**src/rtl/pong_pkg.sv**
```systemverilog
// Shared definitions for the pong powerup logic: FSM and mode encodings,
// screen geometry, spawn offsets and the LFSR seed and step function.
package pong_pkg;

    typedef enum logic [1:0] {
        WAIT  = 2'd0,
        SPAWN = 2'd1,
        SHOW  = 2'd2,
        EAT   = 2'd3
    } pp_state_e;

    typedef enum logic [1:0] {
        MODE0 = 2'd0,
        MODE1 = 2'd1,
        MODE2 = 2'd2,
        MODE3 = 2'd3
    } pp_mode_e;

    localparam int SCREEN_W = 1024;
    localparam int SCREEN_H = 768;

    // A 9-bit random offset from these keeps the powerup inside the centre of the screen
    localparam logic [9:0] PP_X_OFFSET = 10'd256;
    localparam logic [9:0] PP_Y_OFFSET = 10'd192;

    localparam logic [15:0] LFSR_SEED = 16'hACE1;

    // Fibonacci form, taps 16,14,13,11: shift left and feed the XOR into bit 0.
    function automatic logic [15:0] lfsr_step(input logic [15:0] s);
        logic fb;
        fb = s[15] ^ s[13] ^ s[12] ^ s[10];
        return {s[14:0], fb};
    endfunction

endpackage

```
**src/rtl/powerup_spawner_lfsr16.sv**
```systemverilog
// 16-bit Fibonacci LFSR that free-runs every cycle; seeded on reset so it is never 0.
module lfsr16
    import pong_pkg::*;
(
    input  logic        clk,
    input  logic        reset,
    output logic [15:0] out
);

    logic [15:0] lfsr_q;
    logic [15:0] lfsr_d;

    always_comb lfsr_d = lfsr_step(lfsr_q);

    // NOTE: sequential state uses <= so every flop samples pre-edge values, avoiding races.
    always_ff @(posedge clk) begin
        if (reset) lfsr_q <= LFSR_SEED;
        else       lfsr_q <= lfsr_d;
    end

    assign out = lfsr_q;

endmodule

```
**src/rtl/powerup_spawner.sv**
```systemverilog
// Powerup spawner: waits RESPAWN_S seconds, spawns a powerup at a pseudo-random spot and
// mode, shows it until the ball overlaps it. Define PP_LIFETIME_EN to add a lifetime expiry.
module powerup_spawner
    import pong_pkg::*;
#(
    parameter int PRESCALER  = 64999999,
    parameter int RESPAWN_S  = 4,
    parameter int LIFETIME_S = 6,
    parameter int PP_SIZE    = 16,
    parameter int BALL_SIZE  = 16
) (
    input  logic       clk,
    input  logic       reset,
    input  logic [9:0] ball_x,
    input  logic [9:0] ball_y,
    input  logic [3:0] pp_status,
    output logic       pp_visible,
    output logic [9:0] pp_x,
    output logic [9:0] pp_y,
    output logic       eaten,
    output logic [1:0] mode
);

    localparam int                 PRESC_W      = (PRESCALER > 0) ? $clog2(PRESCALER + 1) : 1;
    localparam logic [PRESC_W-1:0] PRESC_MAX    = PRESC_W'(PRESCALER);
    localparam logic [3:0]         RESPAWN_INIT = 4'(RESPAWN_S);

    if (RESPAWN_S < 1 || RESPAWN_S > 15) begin : g_bad_respawn
        $error("RESPAWN_S must be in 1..15");
    end
    if (LIFETIME_S < 1 || LIFETIME_S > 15) begin : g_bad_lifetime
        $error("LIFETIME_S must be in 1..15");
    end

    logic [15:0] lfsr;

    lfsr16 u_lfsr (
        .clk   (clk),
        .reset (reset),
        .out   (lfsr)
    );

    pp_state_e          state_q, state_d;
    logic [3:0]         sec_q, sec_d;
    logic [PRESC_W-1:0] presc_q, presc_d;
    logic [9:0]         pp_x_q, pp_x_d;
    logic [9:0]         pp_y_q, pp_y_d;
    pp_mode_e           mode_q, mode_d;
    logic               overlap_q, overlap_d;

    logic        tick;
    logic        hit;
    logic [1:0]  cand;
    logic [10:0] bx, by, px, py;

    assign tick = (presc_q == PRESC_MAX);
    assign cand = lfsr[10:9];

    // 11-bit compare so pp_x+PP_SIZE near 1023 cannot wrap and fake an overlap
    assign bx  = {1'b0, ball_x};
    assign by  = {1'b0, ball_y};
    assign px  = {1'b0, pp_x_q};
    assign py  = {1'b0, pp_y_q};
    assign hit = (bx < px + 11'(PP_SIZE)) && (bx + 11'(BALL_SIZE) > px) &&
                 (by < py + 11'(PP_SIZE)) && (by + 11'(BALL_SIZE) > py);

    always_comb begin
        // NOTE: every output of this block is defaulted first so no path can infer a latch.
        state_d   = state_q;
        sec_d     = sec_q;
        presc_d   = presc_q;
        pp_x_d    = pp_x_q;
        pp_y_d    = pp_y_q;
        mode_d    = mode_q;
        overlap_d = 1'b0;

        unique case (state_q)
            WAIT: begin
                presc_d = tick ? '0 : presc_q + 1'b1;
                if (sec_q == 4'd0) begin
                    state_d = SPAWN;
                end else if (tick) begin
                    sec_d = sec_q - 4'd1;
                end
            end

            SPAWN: begin
                pp_x_d  = PP_X_OFFSET + {1'b0, lfsr[8:0]};
                pp_y_d  = PP_Y_OFFSET + {1'b0, lfsr[15:7]};
                // Only one skip past an already-active mode, even if the next is active too
                mode_d  = pp_status[cand] ? pp_mode_e'(cand + 2'd1) : pp_mode_e'(cand);
                presc_d = '0;
`ifdef PP_LIFETIME_EN
                sec_d   = 4'(LIFETIME_S);
`endif
                state_d = SHOW;
            end

            SHOW: begin
                overlap_d = hit;
                if (overlap_q) begin
                    state_d = EAT;
`ifdef PP_LIFETIME_EN
                end else if (tick && sec_q == 4'd1) begin
                    state_d = WAIT;
                    sec_d   = RESPAWN_INIT;
                    presc_d = '0;
                end else begin
                    presc_d = tick ? '0 : presc_q + 1'b1;
                    if (tick) sec_d = sec_q - 4'd1;
`endif
                end
            end

            EAT: begin
                state_d = WAIT;
                sec_d   = RESPAWN_INIT;
                presc_d = '0;
            end

            default: state_d = WAIT;
        endcase
    end

    always_ff @(posedge clk) begin
        if (reset) begin
            state_q   <= WAIT;
            sec_q     <= RESPAWN_INIT;
            presc_q   <= '0;
            pp_x_q    <= '0;
            pp_y_q    <= '0;
            mode_q    <= MODE0;
            overlap_q <= 1'b0;
        end else begin
            state_q   <= state_d;
            sec_q     <= sec_d;
            presc_q   <= presc_d;
            pp_x_q    <= pp_x_d;
            pp_y_q    <= pp_y_d;
            mode_q    <= mode_d;
            overlap_q <= overlap_d;
        end
    end

    assign pp_visible = (state_q == SHOW);
    assign eaten      = (state_q == EAT);
    assign pp_x       = pp_x_q;
    assign pp_y       = pp_y_q;
    assign mode       = mode_q;

endmodule

```
**config.mk**
```make
export PLATFORM = sky130hd
export DESIGN_NAME = powerup_spawner
export DESIGN_NICKNAME = d
export VERILOG_FILES = /design/src/rtl/pong_pkg.sv /design/src/rtl/powerup_spawner_lfsr16.sv /design/src/rtl/powerup_spawner.sv
export SDC_FILE = /design/constraint.sdc
export NUM_CORES = 1
export LEC_CHECK = 0
export CORE_MARGIN = 2
export CORE_UTILIZATION = 40
export CTS_CLUSTER_SIZE = 10
export DETAILED_ROUTE_END_ITERATION = 10
export GPL_ROUTABILITY_DRIVEN = 0
export PLACE_DENSITY_LB_ADDON = 0.3
export SLEW_MARGIN = 5
export SYNTH_ARGS = -nofsm -noshare
export SYNTH_HDL_FRONTEND = slang
export SYNTH_HIERARCHICAL = 1
export SYNTH_SLANG_ARGS = --single-unit
```
**constraint.sdc**
```tcl
create_clock -name clk -period 8 [get_ports clk]
set_input_delay 2 -clock clk [delete_from_list [all_inputs] [get_ports clk]]
set_output_delay 2 -clock clk [all_outputs]
set_load 0.005 [all_outputs]
```
Word-level counts from Yosys, hierarchy flattened --
Index checks and enable logic that the tools add are counted. W data, S select, Z words.
Cells by class: add/sub/neg operators 9, $lt $le $gt $ge 5, equal/unequal tests 8, muxes and demuxes 11, bitwise logic cells 4, reductions and logical operators 11
Operator list (count):
- $pmux W26 S2 | 1
- $add A10 B5 Y11 const B | 4
- $add A26 B1 Y26 const B | 1
- $eq A26 B26 Y1 const B | 1
- $mux W26 | 1
- $gt A11 B10 Y1 | 2
- $lt A10 B11 Y1 | 2
- $add A8 B9 Y10 const A | 1
- $add A9 B9 Y10 const A | 1
- $mux W4 | 2
- $pmux W2 S4 | 1
- $pmux W4 S2 | 1
- $mux W2 | 3
- $ne A2 B2 Y1 const B | 3
- $eq A2 B2 Y1 const B | 2
- $logic_not A4 Y1 | 1
- $reduce_bool A2 Y1 | 2
- $reduce_or A2 Y1 | 2
- $sub A4 B1 Y4 const B | 1
- $logic_and A1 B1 Y1 | 3
- $lt A2 B3 Y1 const B | 1
- $reduce_and A3 Y1 | 1
- $xor A1 B1 Y1 | 3
- $add A2 B1 Y2 const B | 1
- other kinds (7) | 7
Word-level totals: bits in registers 71

Longest topological paths before layout --
depth in word-level cells 5, depth in mapped cells 9, depth with buffers taken out 9

By module --
Netlist, hierarchy kept.
By module, submodules not included:
- powerup_spawner | instances 1, cells an instance 435, area each 3674.8 sq um, seq. area each 1061.0 sq um
- lfsr16 | instances 1, cells an instance 51, area each 566.8 sq um, seq. area each 320.3 sq um

Worst setup path before layout --
OpenSTA, ideal clock, no wires.
path type input to register, from input port ball_y[4], to register overlap_q, arrival 3.785 ns, data required time 7.904 ns, slack 4.119 ns, cell stages on the path 9, path buffers 0, cell sequence ha_1 > nand3_1 > xnor2_1 > ha_1 > nand3_1 > or3_1 > o22ai_1 > or4b_2 > nor4b_1
Between the ends: longest elaborated chain between the ends 3, elaborated cells on any way between the ends 5
Ends and longest elaborated chain:
- from (decl) | RTL line powerup_spawner.sv:15 | input logic [9:0] ball_y,
- $add A10 B5 Y11 or $lt A10 B11 Y1 (tied branches) | RTL line powerup_spawner.sv:65 | (by < py + 11'(PP_SIZE)) && (by + 11'(BALL_SIZE) > py);
- $gt A11 B10 Y1 or $logic_and A1 B1 Y1 (tied branches) | RTL line powerup_spawner.sv:65, powerup_spawner.sv:64
- $logic_and A1 B1 Y1 (*) | RTL line powerup_spawner.sv:65
- to (signal assigned) | RTL line powerup_spawner.sv:141 | overlap_q <= overlap_d;
- to (decl) | RTL line powerup_spawner.sv:49 | logic overlap_q, overlap_d;
Mark *: on every way between the ends. The rest lies on a longest branch, timed or not. A chain may end at the register's enable or synchronous reset.

Final worst setup path --
from input port ball_x[4], to register overlap_q
Between the ends: longest elaborated chain between the ends 5, elaborated cells on any way between the ends 6
Ends and longest elaborated chain:
- from (decl) | RTL line powerup_spawner.sv:14 | input logic [9:0] ball_x,
- $add A10 B5 Y11 | RTL line powerup_spawner.sv:64 | assign hit = (bx < px + 11'(PP_SIZE)) && (bx + 11'(BALL_SIZE) > px) &&
- $gt A11 B10 Y1 | RTL line powerup_spawner.sv:64
- $logic_and A1 B1 Y1 (*) (2 in a row) | RTL line powerup_spawner.sv:64
- $logic_and A1 B1 Y1 (*) | RTL line powerup_spawner.sv:65
Marks and branches as above.

==> run summary <==
N_diodes - 0
I/O pin cnt - 50
P_int - 0.819 mW
Synth area leaders - dfxtp_1 33%, ha_1 13%, xnor2_1 6.0%
Crit. End Element - flop
Comb power frac - 35.3%
Worst-Skew Late Latency - 0.35 ns
Gate Count Post-Synth - 486
Cell variety after synth - 58
Post-CTS Resized - 0
Clk_skew - 0.0117 ns
# Max-Cap Violations - 0
Via-per-instance ratio - 5.17
CP required - 8.24 ns
Detailed Route Iter0 Violations - 160
Switch Pwr - 0.402 mW
Die Y - 107 um
Total GRT Usage - 16.1%
WHS Path Cells - 1
CTS tree - yes
Fmax - 231 MHz
Switch share - 32.9%
Sequential share of power - 36.3%
Nets - 586
Core area - 0.0103 mm2
Area of the multi-input gates - 0.00253 mm2
Die area - 0.0114 mm2
Crit path time final - 4.33 ns
Largest net degree at the start of global routing - 47
Startpoint types - input pin
CP max-delay cell - or4b_2
Number of fill cells in the layout - 1,020
Crit share post-route - 54.1%
Reg area - 0.00138 mm2
CP Class - in -> reg
Most frequent cells in the layout - 69 x dfxtp_1, 52 x nor2_1, 49 x clkdlybuf4s50_1, 45 x ha_1, 32 x inv_1
Worst Hold Class - reg -> reg
Slowest stage delay, CP - 0.60 ns
Flop and latch count out of synthesis - 69
Reg2Reg Depth - 9
Clock network fraction of total power - 28.4%
Vias in the first global route - 3,229
Setup bufs post-CTS - 0
Fraction of registers with async set/reset - 0%
Antenna Nets Post-Route - 0
Wire per inst - 13.5 um
Initial core utilization - 41.1%
Post-synth top flop - dfxtp_1
Share of cells above drive strength 1 - 5.96%
Vias - 3,389
Aggregate routed wire length - 8850 um
Synth top area share - 32.6%
CTS Buf Count - 9
CP arrival - 4.56 ns
Clock Tree Root - clkbuf_8
Pins Over Slew Limit - 0
Clock slew at reported path FFs - 0.07 ns
TritonRoute pass-1 iters - 4
Worst-Margin Slew - 0.639 ns
Die Wd - 107 um
Cts hold-fix bufs - 0
Gr ovfl total - 0
CTS Sinks - 69
Status - completed
Post-route DRC - 0
Number of flops mapped to enable cells by yosys - 0
Max clock buf depth - 2
# rows - 37
VDD IR max - 0.000112 V
Port Buffer Count - 49
Syn avg cell area - 8.73 um2
Leakage power - 1.81 nW
First-pass GRT wire length - 15,000 um
Area Overhead vs Synth - 16.8%
Final core occ - 48.0%
RSZ-0062 raised after global routing - no
Initial antenna violation count - 0
Final hold violation count - 0
Final Setup Violations - 0
Register area share after synthesis - 32.6%
Critical-path cell list - clkdlybuf4s50_1 -> ha_1 -> nand3_1 -> xnor2_1 -> ha_1 -> nand3_1 -> nor3_1 -> o2bb2ai_1 -> or4b_2 -> nor4b_1
Max Fanout on Critical Path - 5
Synthesis Warnings - 6
Cell taking the most area after synthesis - dfxtp_1
Syn Nets - 557
PD cells - 246 mW/mm2
Hpwl dp - 6590 um
Commonest non-fill, non-tap cell in the layout - dfxtp_1
Slew margin rel. - 57.3%
Final setup TNS - 0 ns
H-tree depth - 3
Min Hold Slack - 0.436 ns
Mapped Area - 0.00424 mm2
## sequential cells by signal (all words and copies together), names as in the netlist
| name | count |
|---|---|
| state_q | 2 |
| presc_q | 26 |
| u_lfsr/out | 16 |
| pp_x | 9 |
| sec_q | 4 |
| pp_y | 9 |
| mode | 2 |
| overlap_q | 1 |
## cell type report
type,instances,share of cell area (%)
repair buffers,51,10.2
clock buffers,10,2.78
flip-flops and latches,69,27.9
well taps,136,3.43
multi-input cells,352,51.1
clock inverters,6,2.22
inverters,32,2.42
## cell families after synthesis
group	synth area share, %
muxes	5.04
xor gates and xnor gates	7.85
adders and majority gates	13.3
AOI/OAI and AO/OA	10.4
and+or+nand+nor	23.0
buffers and inverters	7.79
DFF	32.6
## layer usage
metal	GRT usage (%)	wire length, um	vias up
met5	0	0	-
met4	3.25	76	0
met3	4.19	344	8
met2	27.2	4230	68
met1	20.8	4200	1574
li1	-	-	1739
## critical path, delay by kind of cell
family          cells  cell delay, ns
simple gates        5            1.17
buf+inv             1            0.56
fa+ha+maj           2            0.52
xor+xnor            1            0.19
compound gates      1            0.11
## metrics by stage
stage                     total power, mW  instance area [um2]  cells  setup WS, ns
after floorplan                     0.744                 4240    486          4.12
after global placement              0.873                 4710    640          3.42
after detailed placement            0.884                 4710    640          3.35
after CTS                            1.24                 4950    656          3.70
after global routing                 1.31                 4950    656          3.56
final                                1.22                 4950    656          3.67
## synth_stat cells (12+ instances only)
| cell type | count |
|---|---|
| dfxtp_1 | 69 |
| nor2_1 | 52 |
| ha_1 | 45 |
| inv_1 | 32 |
| nand3_1 | 29 |
| xnor2_1 | 29 |
| nand2_1 | 24 |
| a21oi_1 | 20 |
| buf_4 | 18 |
| mux2i_1 | 18 |
| nor3_1 | 16 |
| a211oi_1 | 12 |
| nor2b_1 | 12 |
## final timing paths
check	start	end	slack, ns
setup / recovery	ball_x[4]	overlap_q	3.67
hold / removal	u_lfsr/out[6]	u_lfsr/out[7]	0.44
setup reg to reg	pp_y[4]	overlap_q	5.23
hold reg to reg	u_lfsr/out[6]	u_lfsr/out[7]	0.44
## power groups by stage
stage / clock network (mW) / registers [mW] / logic (mW)
after global placement: 0 / 0.449 / 0.423
after global routing: 0.371 / 0.453 / 0.488
after CTS: 0.359 / 0.444 / 0.435
after detailed placement: 0 / 0.452 / 0.432
after floorplan: 0 / 0.437 / 0.308
final: 0.347 / 0.444 / 0.431
Note: power is estimated with default switching activity, not from simulation.
